===== src/rtl/mem_arbiter_pkg.sv =====
// Shared types for the instruction/data memory arbiter: FSM states,
// requester ids and the supported read-latency bound.
package mem_arbiter_pkg;

  localparam int RD_LAT_MAX = 4;

  typedef enum logic [1:0] {
    S_IDLE   = 2'd0,
    S_ACCESS = 2'd1,
    S_WAIT   = 2'd2
  } state_t;

  typedef enum logic {
    REQ_IF = 1'b0,
    REQ_D  = 1'b1
  } req_id_t;

endpackage


===== src/rtl/mem_arbiter_pick.sv =====
// Combinational winner selection between fetch and load/store requests.
// MEM_ARBITER_RR_EN selects round-robin; otherwise data beats fetch.
module mem_arbiter_pick
  import mem_arbiter_pkg::*;
(
  input  logic    if_req,
  input  logic    d_req,
  input  req_id_t last_gnt,
  output req_id_t winner,
  output logic    win_vld
);

  assign win_vld = if_req | d_req;

`ifdef MEM_ARBITER_RR_EN
  // On contention the requester that was not served last goes next.
  always_comb begin
    winner = REQ_D;
    if (if_req && d_req) begin
      winner = (last_gnt == REQ_D) ? REQ_IF : REQ_D;
    end else if (if_req) begin
      winner = REQ_IF;
    end
  end
`else
  logic unused_last_gnt;
  assign unused_last_gnt = (last_gnt == REQ_D);

  always_comb begin
    winner = d_req ? REQ_D : REQ_IF;
  end
`endif

endmodule


===== src/rtl/mem_arbiter.sv =====
// Shares one single-ported memory between fetch and load/store paths.
// Arbitration policy is set by MEM_ARBITER_RR_EN (see mem_arbiter_pick).
module mem_arbiter
  import mem_arbiter_pkg::*;
#(
  parameter int RD_LAT = 1,
  parameter int ADDR_W = 32
) (
  input  logic              clk,
  input  logic              rst,
  input  logic              if_req,
  input  logic [ADDR_W-1:0] if_addr,
  output logic              if_gnt,
  output logic              if_rvalid,
  output logic [31:0]       if_rdata,
  input  logic              d_req,
  input  logic [ADDR_W-1:0] d_addr,
  input  logic [3:0]        d_we,
  input  logic [31:0]       d_wdata,
  output logic              d_gnt,
  output logic              d_rvalid,
  output logic [31:0]       d_rdata,
  output logic              mem_en,
  output logic [ADDR_W-1:0] mem_addr,
  output logic [3:0]        mem_we,
  output logic [31:0]       mem_din,
  input  logic [31:0]       mem_dout,
  output logic              busy
);

  localparam int CNT_W = $clog2(RD_LAT + 1);
  localparam logic [CNT_W-1:0] CNT_LOAD = CNT_W'(RD_LAT);
  localparam logic [CNT_W-1:0] CNT_ONE  = CNT_W'(1);

  state_t            state_q, state_d;
  req_id_t           owner_q, last_gnt_q, winner;
  logic              win_vld;
  logic [3:0]        we_q;
  logic [CNT_W-1:0]  cnt_q;
  logic [ADDR_W-1:0] addr_q;
  logic [31:0]       din_q;
  logic              if_rvalid_q, d_rvalid_q;
  logic [31:0]       if_rdata_q, d_rdata_q;

  mem_arbiter_pick u_pick (
    .if_req   (if_req),
    .d_req    (d_req),
    .last_gnt (last_gnt_q),
    .winner   (winner),
    .win_vld  (win_vld)
  );

  always_comb begin
    state_d = state_q;
    mem_en  = 1'b0;
    mem_we  = 4'd0;
    if_gnt  = 1'b0;
    d_gnt   = 1'b0;
    busy    = (state_q != S_IDLE);
    unique case (state_q)
      S_IDLE: begin
        if (win_vld) state_d = S_ACCESS;
      end
      S_ACCESS: begin
        mem_en  = 1'b1;
        mem_we  = we_q;
        if_gnt  = (owner_q == REQ_IF);
        d_gnt   = (owner_q == REQ_D);
        state_d = (we_q != 4'd0) ? S_IDLE : S_WAIT;
      end
      S_WAIT: begin
        if (cnt_q == CNT_ONE) state_d = S_IDLE;
      end
      default: state_d = S_IDLE;
    endcase
  end

  // Everything is cleared on reset so a read cut short never responds.
  always_ff @(posedge clk or posedge rst) begin
    if (rst) begin
      state_q     <= S_IDLE;
      owner_q     <= REQ_D;
      last_gnt_q  <= REQ_D;
      we_q        <= 4'd0;
      cnt_q       <= '0;
      addr_q      <= '0;
      din_q       <= 32'd0;
      if_rvalid_q <= 1'b0;
      d_rvalid_q  <= 1'b0;
      if_rdata_q  <= 32'd0;
      d_rdata_q   <= 32'd0;
    end else begin
      state_q     <= state_d;
      if_rvalid_q <= 1'b0;
      d_rvalid_q  <= 1'b0;
      unique case (state_q)
        S_IDLE: begin
          if (win_vld) begin
            owner_q    <= winner;
            last_gnt_q <= winner;
            if (winner == REQ_D) begin
              addr_q <= d_addr;
              we_q   <= d_we;
              din_q  <= d_wdata;
            end else begin
              addr_q <= if_addr;
              we_q   <= 4'd0;
            end
          end
        end
        S_ACCESS: begin
          cnt_q <= CNT_LOAD;
        end
        S_WAIT: begin
          cnt_q <= cnt_q - CNT_ONE;
          if (cnt_q == CNT_ONE) begin
            if (owner_q == REQ_IF) begin
              if_rdata_q  <= mem_dout;
              if_rvalid_q <= 1'b1;
            end else begin
              d_rdata_q  <= mem_dout;
              d_rvalid_q <= 1'b1;
            end
          end
        end
        default: ;
      endcase
    end
  end

  assign mem_addr  = addr_q;
  assign mem_din   = din_q;
  assign if_rvalid = if_rvalid_q;
  assign d_rvalid  = d_rvalid_q;
  assign if_rdata  = if_rdata_q;
  assign d_rdata   = d_rdata_q;

endmodule


===== config.mk =====
export PLATFORM = sky130hd
export DESIGN_NAME = mem_arbiter
export DESIGN_NICKNAME = d
export VERILOG_FILES = /design/src/rtl/mem_arbiter_pkg.sv /design/src/rtl/mem_arbiter_pick.sv /design/src/rtl/mem_arbiter.sv
export SDC_FILE = /design/constraint.sdc
export NUM_CORES = 1
export LEC_CHECK = 0
export ABC_AREA = 1
export CAP_MARGIN = 30
export CORE_MARGIN = 5
export CORE_UTILIZATION = 40
export DETAILED_ROUTE_END_ITERATION = 10
export HOLD_SLACK_MARGIN = 0.12
export PLACE_DENSITY = 0.82
export SLEW_MARGIN = 15
export SYNTH_ARGS = -nofsm -noshare
export SYNTH_HDL_FRONTEND = slang
export SYNTH_SLANG_ARGS = --single-unit

===== constraint.sdc =====
create_clock -name clk -period 11.83 [get_ports clk]
set_clock_uncertainty 0.05 [all_clocks]
set_input_delay 1.7745 -clock clk [delete_from_list [all_inputs] [get_ports clk]]
set_output_delay 1.7745 -clock clk [all_outputs]
set_load 0.05 [all_outputs]

# == Word-level counts from Yosys, hierarchy flattened ==
# Cells that the tools add are included.
# totals
in_bits,136
rom_bits,0
register_bits,138
n_memories,0
latch_bits,0
mem_bits_rw,0
# classes
n_mux,18
n_shift,0
n_eq_ne,4
div_mod_pow,0
multipliers,0
n_addsub,1
n_reduce_logical,9
bitwise,2
order_cmp,0
# op_table
operator,count
2-to-1 mux 32 bit,1
2-to-1 mux 1 bit,10
AND reduction 3 bit,3
2-to-1 mux 4 bit,2
2-to-1 mux 2 bit,3
case mux 2 bit (3 select lines),1
AND reduction 2 bit,2
nonzero test 2 bit,2
nonzero test 4 bit,1
== test 2 x 1 -> 1 bit (second input constant),1
== test 2 bit (second input constant),1
zero test 2 bit,1
!= test 2 x 1 -> 1 bit (second input constant),1
!= test 2 bit (second input constant),1
case mux 1 bit (2 select lines),1
NOT 1 bit,1
OR 1 bit,1
subtractor 1 bit (second input constant),1

# == Depth between registers and ports, before layout ==
# depth
word_depth,3
mapped_depth,8
ltp_nobuf,8

# == By module ==
# Synthesis repeated with hierarchy kept, for this count alone.
# hier_totals
hier_cells,623
hier_area_um2,5829.3
# by_module_without_submodules
mod,area_per_inst_um2,cells_per_inst,instances
mem_arbiter,5810.6,619,1
mem_arbiter_pick,18.8,4,1

# == Worst setup path after synthesis ==
# Ideal clock, no wire load.
# synth_timing
path_kind,register to output
startpoint,reg state_q[1]
endpoint,out if_gnt
path_buffers,0
stages_incl_launch_ff,5
slack_ns,8.290
arrival_time_ns,1.716
required_ns,10.006
path_cell_list,dfrtp_1 > inv_1 > ha_1 > inv_1 > nor2_1
# synth_via
elab_chain_len,2
# synth_lines
item,line,source
"start, declared",mem_arbiter.sv:35,"state_t state_q, state_d;"
"start signal, assigned",mem_arbiter.sv:93,state_q <= state_d;
== test 2 x 1 -> 1 bit,mem_arbiter.sv:60,unique case (state_q)
2-to-1 mux 1 bit,mem_arbiter.sv:60,
"end, declared",mem_arbiter.sv:13,"output logic if_gnt,"
# No other way between the ends.

# == Worst setup path after layout ==
# layout_timing
startpoint,reg state_q[1]
endpoint,out d_gnt
# layout_via
elab_chain_len,2
# layout_lines
item,line,source
== test 2 x 1 -> 1 bit,mem_arbiter.sv:60,
2-to-1 mux 1 bit,mem_arbiter.sv:60,
"end, declared",mem_arbiter.sv:20,"output logic d_gnt,"
# No other way between the ends.

==> flow_summary.json <==
{
  "status": "finished clean",
  "antenna_left": 0,
  "cp-start-kind": "flop",
  "yosysSeqAreaShare": 0.589,
  "grtUsageMet1": 0.234,
  "cts_buffers": 17,
  "synth_cells": 687,
  "cap_violations": 0,
  "grt-ovfl-total": 0,
  "fmax_ghz": 0.245,
  "setup_viol": 0,
  "grt_pass1_wl_um": 27500,
  "start_util": 0.405,
  "p_per_area_nw_per_um2": 336,
  "endpoint_kind": "output pin",
  "cts.clk_slew.worst_paths_ns": 0.06,
  "cts_hold_buf": 0,
  "ctsLongestPathBuffers": 2,
  "worstPathMaxFanout": 6,
  "port_buffers": 273,
  "hold_class": "reg2reg",
  "grtUsageMet2": 0.330,
  "synth_edf_count": 0,
  "hold_viol": 0,
  "synth-seq-cells": 138,
  "fp.dieH_um": 131,
  "antenna_cells": 0,
  "die_x_um": 131,
  "hpwlAfterDp_um": 12200,
  "dieArea_um2": 17200,
  "synth_nets": 829,
  "use_met3": 0.0700,
  "async_flop_share": 1.00,
  "drive_above_1_share": 0.0509,
  "coreArea_um2": 14500,
  "fin_crit_sh": 0.345,
  "vias_per_cell": 4.61,
  "min_period_ns": 4.08,
  "drv_slew": 0,
  "row_count": 44,
  "clock_latency_ns": 0.40,
  "rsz0062_at_grt": "no",
  "grt_max_degree": 73,
  "register_area_um2": 3450,
  "clkPwrFrac": 0.182,
  "drt_iter0_markers": 281,
  "antenna_found_initial": 0,
  "path_class": "reg2out",
  "worstPathRequired_ns": 10.01,
  "vias": 5286,
  "p_int_mw": 1.63,
  "postCtsSetupBuffers": 0,
  "first_global_vias": 5225,
  "post-route-cell-area_um2": 9350,
  "tightest_slew_ns": 0.740,
  "avgRoutedWirePerCell_um": 14.7,
  "dr.pass1.iters": 4,
  "vdd_drop_max_v": 0.000125,
  "seqPwrFrac": 0.267,
  "nNetsFinal": 1091,
  "wl_um": 16900,
  "yosys_most_used_dff": "dfrtp_1",
  "switchingPower_mw": 1.52,
  "placed_area_um2": 8660,
  "htreeDepth": 4,
  "track_usage": 0.195,
  "ioPinCount": 274,
  "multiInputGateArea_um2": 1870,
  "leakagePower_nw": 4.63,
  "cp.arrival_ns": 2.26,
  "tns_ns": 0,
  "cts_root_buf": "clkbuf_16",
  "post_synth_num_cell_types": 21,
  "p_comb_frac": 0.551,
  "cts_tree": "yes",
  "gp_congestion": 0.755,
  "post_synth.cell_area_avg_um2": 8.54,
  "cts_resized": 0,
  "numClockSinks": 138,
  "grt_busiest_layer": "met2",
  "nFillCells": 1193,
  "slew_headroom": 0.506,
  "switching_share": 0.482,
  "syn_to_final_growth_pct": 59.4,
  "synth_warnings": 0,
  "syn-cell-area_um2": 5870,
  "drc": 0
}
[per-stage QoR]
stage                     cells   util  hold WS [ns]  total power [mW]  setup WS, ns
after floorplan             687      -         0.416              1.95          6.31
after global placement     1111  0.597         0.405              2.54          7.81
after detailed placement   1112  0.598         0.408              2.57          7.73
after CTS                  1144  0.643         0.422              3.16          7.70
after global routing       1146  0.646         0.439              3.30          7.56
final                      1146  0.646         0.421              3.14          7.75
[logic make-up (layout without fill, tap and decap cells)]
group / Yosys count / in the layout / share of synthesized area
DFF: 138 / 138 / 0.589
adders and majority gates: 6 / 6 / 0.0128
buffers and inverters: 120 / 395 / 0.0936
and+or+nand+nor: 319 / 319 / 0.214
AOI/OAI and AO/OA: 104 / 104 / 0.0910
[layer usage]
| metal | share of wire | wire length, um |
|---|---|---|
| met5 | 0 | 0 |
| met4 | 0.015 | 246 |
| met3 | 0.081 | 1360 |
| met2 | 0.50 | 8410 |
| met1 | 0.41 | 6880 |
[worst paths after layout]
kind                        startpoint          end  slack (ns)  depth (start not counted)
min reg2reg                mem_din[17]  mem_din[17]        0.42                          2
min in group asynchronous          rst  mem_din[15]        1.76                          2
max in group asynchronous          rst  mem_addr[1]        8.87                          4
max                         state_q[1]        d_gnt        7.75                          5
max reg2reg                 state_q[0]  mem_addr[3]        9.91                          6
min                        mem_din[17]  mem_din[17]        0.42                          2
[synth_stat cells (4+ instances only)]
master,count,share of area
buf_6,7,0.013
clkbuf_1,7,0.0045
o21ai_1,18,0.015
inv_1,81,0.052
nand3_1,36,0.031
ha_1,6,0.013
dfrtp_1,137,0.58
nor2_1,4,0.0026
buf_2,16,0.014
o21ai_0,83,0.071
nand2_1,276,0.18
buf_4,7,0.0090
[state kept, by name, summed over array words and instances (netlist names)]
register   cells
d_rdata       32
if_rdata      32
mem_addr      32
mem_din       32
we_q           4
state_q        2
cnt_q          1
d_rvalid       1
if_rvalid      1
owner_q        1
[cell type report]
class	instances	share of cell area
flip-flops and latches	138	0.369
repair buffers	281	0.303
multi-input cells	429	0.200
clock buffers	22	0.0518
inverters	82	0.0334
well taps	184	0.0246
clock inverters	10	0.0173
[layout by cell type, fill, tap and decap left out, drive strengths merged]
master and n:
clkinv 2, nand2 276, buf 9, inv 83
or2 1, bufinv 4, nor2 6, o21a 1
a21oi 1, clkbuf 22, clkinvlp 3, nand3 36
ha 6, clkdlybuf4s50 272, dfstp 1, dfrtp 137
o21ai 102
[power groups by stage]
| stage | registers, mW | logic (mW) | clock network, mW |
|---|---|---|---|
| floorplan | 1.58 | 0.370 | 0 |
| global placement | 0.830 | 1.71 | 0 |
| detailed placement | 0.838 | 1.73 | 0 |
| CTS | 0.837 | 1.74 | 0.581 |
| global route | 0.864 | 1.83 | 0.607 |
| finish | 0.838 | 1.73 | 0.572 |
[critical path, stage by stage, from the launching register on]
cell	delay (ns)
dfrtp_1	0.40
inv_1	0.14
ha_1	0.31
nand2_1	0.08
inv_1	0.06
clkdlybuf4s50_1	0.87
No activity file was read; power rests on OpenSTA's default activity.
